==> config.mk <==
export PLATFORM = sky130hd
export DESIGN_NAME = processor_control_unit
export DESIGN_NICKNAME = d
export VERILOG_FILES = /design/src/rtl/processor_control_unit.sv
export SDC_FILE = /design/constraint.sdc
export NUM_CORES = 2
export LEC_CHECK = 0
export BUFFER_PORTS_ARGS = -buffer_cell sky130_fd_sc_hd__buf_4
export CAP_MARGIN = 20
export CORE_AREA = 2 2 358 183
export CTS_CLUSTER_SIZE = 14
export DETAILED_ROUTE_END_ITERATION = 7
export DIE_AREA = 0 0 360 185
export HOLD_SLACK_MARGIN = 0.05
export PLACE_DENSITY = 0.81
export SLEW_MARGIN = 0
export SYNTH_ARGS = -nofsm -noshare
export SYNTH_HDL_FRONTEND = slang
export SYNTH_SLANG_ARGS = --single-unit
==> constraint.sdc <==
create_clock -name i_Clock -period 7.7 [get_ports i_Clock]
set_input_delay 1.54 -clock i_Clock [delete_from_list [all_inputs] [get_ports i_Clock]]
set_output_delay 1.54 -clock i_Clock [all_outputs]
set_load 0.05 [all_outputs]
==> src/rtl/processor_control_unit.sv <==
// +----------------------------------------------------------------------------+
// | processor_control_unit: per-processor index responder computing C[i][j].   |
// | Optional PCU_SATURATE_EN saturates the written result to signed DATA_W.    |
// | Revision: 1.0                                                              |
// +----------------------------------------------------------------------------+
`default_nettype none

module processor_control_unit #(
  parameter int DATA_W = 32,
  parameter int ADDR_W = 16,
  parameter int IDX_W  = 8
) (
  input  logic              i_Clock,
  input  logic              i_Reset,
  input  logic              i_Indexes_Ready,
  input  logic [IDX_W-1:0]  i_Row_Index,
  input  logic [IDX_W-1:0]  i_Column_Index,
  output logic              o_Indexes_Received,
  input  logic [ADDR_W-1:0] i_Base_A,
  input  logic [ADDR_W-1:0] i_Base_B,
  input  logic [ADDR_W-1:0] i_Base_C,
  input  logic [IDX_W-1:0]  i_K,
  input  logic [IDX_W-1:0]  i_M,
  output logic              o_Grant_Request,
  input  logic              i_Grant,
  output logic [ADDR_W-1:0] o_Memory_Address,
  output logic              o_Memory_Read,
  output logic              o_Memory_Write,
  output logic [DATA_W-1:0] o_Memory_Write_Data,
  input  logic [DATA_W-1:0] i_Memory_Read_Data,
  output logic              o_Result_Ready,
  output logic              o_Busy
);

  typedef enum logic [2:0] {
    S_IDLE  = 3'd0,
    S_REQ   = 3'd1,
    S_RD_A  = 3'd2,
    S_RD_B  = 3'd3,
    S_MAC   = 3'd4,
    S_WRITE = 3'd5,
    S_DONE  = 3'd6
  } state_t;

  state_t                     state_q, state_d;
  logic [IDX_W-1:0]           row_q, row_d, col_q, col_d;
  logic [IDX_W-1:0]           kdim_q, kdim_d, mdim_q, mdim_d;
  logic [IDX_W-1:0]           k_q, k_d;
  logic [ADDR_W-1:0]          base_a_q, base_a_d, base_b_q, base_b_d, base_c_q, base_c_d;
  logic signed [2*DATA_W-1:0] acc_q, acc_d;
  logic [DATA_W-1:0]          a_q, a_d;
  logic                       a_pend_q, a_pend_d;
  logic                       received_q, received_d;

  logic [ADDR_W-1:0]          addr_a, addr_b, addr_c;
  logic signed [2*DATA_W-1:0] a_ext, b_ext, prod;
  logic [IDX_W:0]             k_inc;
  logic [DATA_W-1:0]          result;

  assign addr_a = base_a_q + ADDR_W'(ADDR_W'(row_q) * ADDR_W'(kdim_q)) + ADDR_W'(k_q);
  assign addr_b = base_b_q + ADDR_W'(ADDR_W'(k_q) * ADDR_W'(mdim_q)) + ADDR_W'(col_q);
  assign addr_c = base_c_q + ADDR_W'(ADDR_W'(row_q) * ADDR_W'(mdim_q)) + ADDR_W'(col_q);

  assign a_ext = {{DATA_W{a_q[DATA_W-1]}}, a_q};
  assign b_ext = {{DATA_W{i_Memory_Read_Data[DATA_W-1]}}, i_Memory_Read_Data};
  assign prod  = a_ext * b_ext;
  assign k_inc = {1'b0, k_q} + {{IDX_W{1'b0}}, 1'b1};

`ifdef PCU_SATURATE_EN
  localparam logic signed [2*DATA_W-1:0] c_sat_max = {{(DATA_W+1){1'b0}}, {(DATA_W-1){1'b1}}};
  localparam logic signed [2*DATA_W-1:0] c_sat_min = {{(DATA_W+1){1'b1}}, {(DATA_W-1){1'b0}}};

  always_comb begin
    result = acc_q[DATA_W-1:0];
    if (acc_q > c_sat_max) begin
      result = {1'b0, {(DATA_W-1){1'b1}}};
    end else if (acc_q < c_sat_min) begin
      result = {1'b1, {(DATA_W-1){1'b0}}};
    end
  end
`else
  assign result = acc_q[DATA_W-1:0];
`endif

  always_comb begin
    state_d    = state_q;
    row_d      = row_q;
    col_d      = col_q;
    kdim_d     = kdim_q;
    mdim_d     = mdim_q;
    k_d        = k_q;
    base_a_d   = base_a_q;
    base_b_d   = base_b_q;
    base_c_d   = base_c_q;
    acc_d      = acc_q;
    a_d        = a_q;
    a_pend_d   = 1'b0;
    received_d = 1'b0;

    o_Grant_Request     = 1'b0;
    o_Memory_Address    = '0;
    o_Memory_Read       = 1'b0;
    o_Memory_Write      = 1'b0;
    o_Memory_Write_Data = '0;
    o_Result_Ready      = 1'b0;

    // A data returns the cycle after its read, even if RD_B is then stalled
    if (a_pend_q) begin
      a_d = i_Memory_Read_Data;
    end

    case (state_q)
      S_IDLE: begin
        if (i_Indexes_Ready) begin
          row_d      = i_Row_Index;
          col_d      = i_Column_Index;
          kdim_d     = i_K;
          mdim_d     = i_M;
          base_a_d   = i_Base_A;
          base_b_d   = i_Base_B;
          base_c_d   = i_Base_C;
          acc_d      = '0;
          k_d        = '0;
          received_d = 1'b1;
          state_d    = S_REQ;
        end
      end
      S_REQ: begin
        o_Grant_Request = 1'b1;
        if (i_Grant) begin
          state_d = (kdim_q != '0) ? S_RD_A : S_WRITE;
        end
      end
      S_RD_A: begin
        o_Grant_Request  = 1'b1;
        o_Memory_Address = addr_a;
        if (i_Grant) begin
          o_Memory_Read = 1'b1;
          a_pend_d      = 1'b1;
          state_d       = S_RD_B;
        end
      end
      S_RD_B: begin
        o_Grant_Request  = 1'b1;
        o_Memory_Address = addr_b;
        if (i_Grant) begin
          o_Memory_Read = 1'b1;
          state_d       = S_MAC;
        end
      end
      S_MAC: begin
        o_Grant_Request = 1'b1;
        acc_d           = acc_q + prod;
        k_d             = k_inc[IDX_W-1:0];
        state_d         = (k_inc < {1'b0, kdim_q}) ? S_RD_A : S_WRITE;
      end
      S_WRITE: begin
        o_Grant_Request     = 1'b1;
        o_Memory_Address    = addr_c;
        o_Memory_Write_Data = result;
        if (i_Grant) begin
          o_Memory_Write = 1'b1;
          state_d        = S_DONE;
        end
      end
      S_DONE: begin
        o_Result_Ready = 1'b1;
        state_d        = S_IDLE;
      end
      default: state_d = S_IDLE;
    endcase
  end

  assign o_Busy             = (state_q != S_IDLE);
  assign o_Indexes_Received = received_q;

  always_ff @(posedge i_Clock) begin
    if (i_Reset) begin
      state_q    <= S_IDLE;
      row_q      <= '0;
      col_q      <= '0;
      kdim_q     <= '0;
      mdim_q     <= '0;
      k_q        <= '0;
      base_a_q   <= '0;
      base_b_q   <= '0;
      base_c_q   <= '0;
      acc_q      <= '0;
      a_q        <= '0;
      a_pend_q   <= 1'b0;
      received_q <= 1'b0;
    end else begin
      state_q    <= state_d;
      row_q      <= row_d;
      col_q      <= col_d;
      kdim_q     <= kdim_d;
      mdim_q     <= mdim_d;
      k_q        <= k_d;
      base_a_q   <= base_a_d;
      base_b_q   <= base_b_d;
      base_c_q   <= base_c_d;
      acc_q      <= acc_d;
      a_q        <= a_d;
      a_pend_q   <= a_pend_d;
      received_q <= received_d;
    end
  end

endmodule

`default_nettype wire

==> key figures <==
Synth
  • Yosys cell types: 55
  • Sequential area share after synthesis: 9.99%
  • Avg Inst Size Synth: 8.64 µm²
  • Synthesis Warnings: 0
  • Async set or reset register ratio after synthesis: 0%
  • Synthesized flop and latch total: 157
  • Syn nets: 4,658
  • Synth Instances: 3,639
  • Number of synthesized flops with an enable pin: 0
  • Post-synthesis instance area: 31,500 µm²
  • Post-synth top flop: dfxtp_1

Critical path
  • CP most frequent cell: fa_1
  • Required @ worst endpoint: 8120 ps
  • CP top delay family: adder cells
  • CP Max Fanout: 11
  • Number of buffer and inverter stages on the critical path: 5
  • Slowest stage delay, CP: 550 ps
  • R2R Path Start: a_q[9]$_SDFFE_PP0P_
  • Crit Path Category: input pin to flip-flop
  • Critical Path End Type: flip-flop
  • Startpoint class of the critical path: input pin
  • Cell with the largest stage delay on the worst path: fa_1
  • Crit. Startpoint: i_Memory_Read_Data[2]
  • RR Endpoint: acc_q[31]$_SDFFE_PP0P_
  • Worst R2R Path Depth: 24
  • Crit path arrival time: 8110 ps
  • Flop2flop setup slack: 210 ps

Route
  • WL final: 99,600 µm
  • Vias: 25,600
  • Vias/cell: 5.42
  • Metal3 WL: 16,600 µm
  • Post-route DRC violation count: 0
  • Drt wl/cell: 21.1 µm
  • DR WL met2: 37,700 µm
  • Initial DRC count: 2,656
  • Post-DRT Antenna Nets: 0
  • DRT met1 WL: 43,800 µm
  • Top Metal Used: met5
  • Drt first pass iters: 6

Status
  • Status: finished clean

Global routing
  • Initial antenna violation count: 1
  • Largest net degree at the start of global routing: 61
  • GRT Residual Overflow: 0
  • First-pass GRT wire length: 153,000 µm
  • GRT Total Usage: 30.5%
  • Vias in the first global route: 26,100

Job
  • Max_cap viols: 0

Timing
  • Least-Margin Pin Slew: 1150 ps
  • FMAX: 130 MHz
  • Worst setup margin: 14.4 ps
  • Clock period minus worst slack: 7690 ps
  • Hold Violations, Final: 0
  • Fin crit share: 99.8%
  • Final Max Tran Viols: 0
  • Clk_skew: 26.6 ps
  • Setup_tns: 0 ps
  • Worst slew margin: 23.4%
  • Setup Viol. Count Final: 0
  • RSZ-0062 raised after global routing: yes

Place
  • DP HPWL: 81,400 µm
  • Dpl ws: -534 ps
  • Global placer's final weighted congestion: 1.03
  • I/O Buffers: 169
  • Dpl cell area: 34,900 µm²
  • Inst Count DP: 4,682

Power and ir drop
  • Sw Pwr: 0.00156 W
  • Switching Share: 43.4%
  • Peak supply drop: 175 µV
  • Clock share of power: 25.0%
  • Logic pwr share: 47.3%
  • Reg power frac: 27.7%
  • P_leak: 18.1 nW
  • Internal Power: 0.00204 W
  • PwrDens: 100 nW/µm²

Die
  • Die ar.: 66,600 µm²
  • Core box area: 63,800 µm²
  • Cell Rows: 66
  • Starting Density: 49.3%
  • # IOs: 170
  • Die X: 360 µm
  • Chip height: 185 µm

Clock tree
  • CTS tree: yes
  • Clk slew on worst S/H paths: 90 ps
  • H-tree depth: 4
  • # clock sinks: 157
  • Clock Latency Late Sink: 480 ps
  • CTS Buf Count: 17
  • Clk root buf: clkbuf_16
  • Maximum clock path buffer count: 2

Finish
  • Area occupied by multi-input gates: 25,100 µm²
  • Final net count: 4,878
  • Share of layout cells above drive strength 1: 13.7%
  • Final instance area: 36,000 µm²
  • Area growth, synth to finish: 14.3%
  • Fillers: 5,473
  • Final non-filler cell total: 4,720
  • Storage cell area: 3190 µm²

Min path
  • Hold wc startpoint: base_c_q[13]$_SDFFE_PP0P_
  • Worst Hold Path EP: base_c_q[13]$_SDFFE_PP0P_
  • Min-Delay Path Class: flip-flop to flip-flop
  • Hold Path Stages: 2
==> registers in the layout, indices dropped and copies added, names as in the netlist <==
register	cells
col_q	8
a_pend_q	1
mdim_q	8
state_q	3
base_c_q	16
a_q	32
acc_q	32
base_a_q	16
base_b_q	16
o_Indexes_Received	1
kdim_q	8
row_q	8
k_q	8
==> kinds of logic after synthesis <==
logic type                 count (synthesis)  synth area share, %
buffers and inverters                    971                 11.6
DFF                                      157                 9.99
xor gates and xnor gates                 141                 3.93
AOI/OAI and AO/OA                        296                 5.62
muxes                                     36                 1.15
and+or+nand+nor                         1135                 17.4
adders and majority gates                903                 50.3
==> tightest hold or removal path: cells and delay by family, from the launching register on <==
family	cells	cell delay, ps
flip-flops	1	310
AND/OR/NAND/NOR	1	50
AO/OA/AOI/OAI	1	50
==> Yosys cell counts, drive strengths merged, types with 18 or more instances <==
cell type,number,area share [%]
a21oi,159,2.6
and3,24,0.48
xnor2,106,3.0
and2,381,7.6
mux2i,34,1.1
nor2,90,1.1
nor3,18,0.29
fa,603,38
xor2,35,0.97
clkbuf,182,2.2
ha,300,12
nand3,30,0.48
dfxtp,157,10
o21ai,46,0.76
inv,784,9.4
a21o,24,0.57
nand2,541,6.5
nand2b,18,0.36
==> through the flow <==
step                hold slack (ps)  utilization (%)  power (W)
CTS                             458             55.7    0.00351
global route                    480             56.3    0.00380
floorplan                       436                -    0.00198
detailed placement              449             54.7    0.00260
global placement                445             54.7    0.00255
finish                          457             56.3    0.00360
==> power groups by stage <==
stage               Sequential (W)  Clock (W)  Combinational [W]
finish                    0.000999   0.000900            0.00170
global route               0.00100   0.000937            0.00186
CTS                       0.000988   0.000907            0.00161
detailed placement         0.00100          0            0.00160
global placement           0.00100          0            0.00154
floorplan                 0.000936          0            0.00104
==> routing by layer <==
metal  up-vias  GRT usage, %
li1      11200             -
met1     12600          44.4
met2      1606          40.2
met3       139          15.6
met4         2          5.14
met5         -         0.581
==> how the worst max path moves through the flow <==
stage	cells after the start	to
2_1_floorplan	26	acc_q[31]$_SDFFE_PP0P_
3_3_place_gp	27	acc_q[31]$_SDFFE_PP0P_
3_5_place_dp	27	acc_q[30]$_SDFFE_PP0P_
4_1_cts	23	o_Memory_Address[15]
5_1_grt	30	acc_q[31]$_SDFFE_PP0P_
6_report	26	acc_q[30]$_SDFFE_PP0P_
==> timing repair <==
item | CTS | global route
pin swaps | 0 | 28
endpoints found under the setup margin | 5 | 14
buffers inserted | 0 | 7
hold buffers | 0 | 0
gates resized for setup | 17 | 89
==> cell type report <==
type	instances	area share, %
timing repair buffer	388	8.69
multi-input combinational	2511	69.7
clock buffer	20	1.27
inverter	784	8.18
antenna	1	0.00696
clock inverter	9	0.310
tap	850	2.96
sequential	157	8.87
==> layout by cell type (no fill, tap or decap), types with 11 or more instances in the layout <==
master / instances
inv_1: 779
fa_1: 584
nand2_1: 539
and2_1: 378
buf_4: 364
ha_1: 286
a21oi_1: 142
dfxtp_1: 132
xnor2_1: 105
nor2_1: 89
xor2_1: 34
mux2i_1: 34
nand3_1: 29
a21o_1: 24
o21ai_0: 24
and3_1: 23
fa_2: 19
dfxtp_2: 19
nand2b_1: 18
clkbuf_16: 17
nor3_1: 16
a21oi_2: 16
nor2b_1: 15
o21ai_1: 15
ha_4: 14
a22o_1: 12
buf_12: 11
Note: power is estimated with default switching activity, not from simulation.
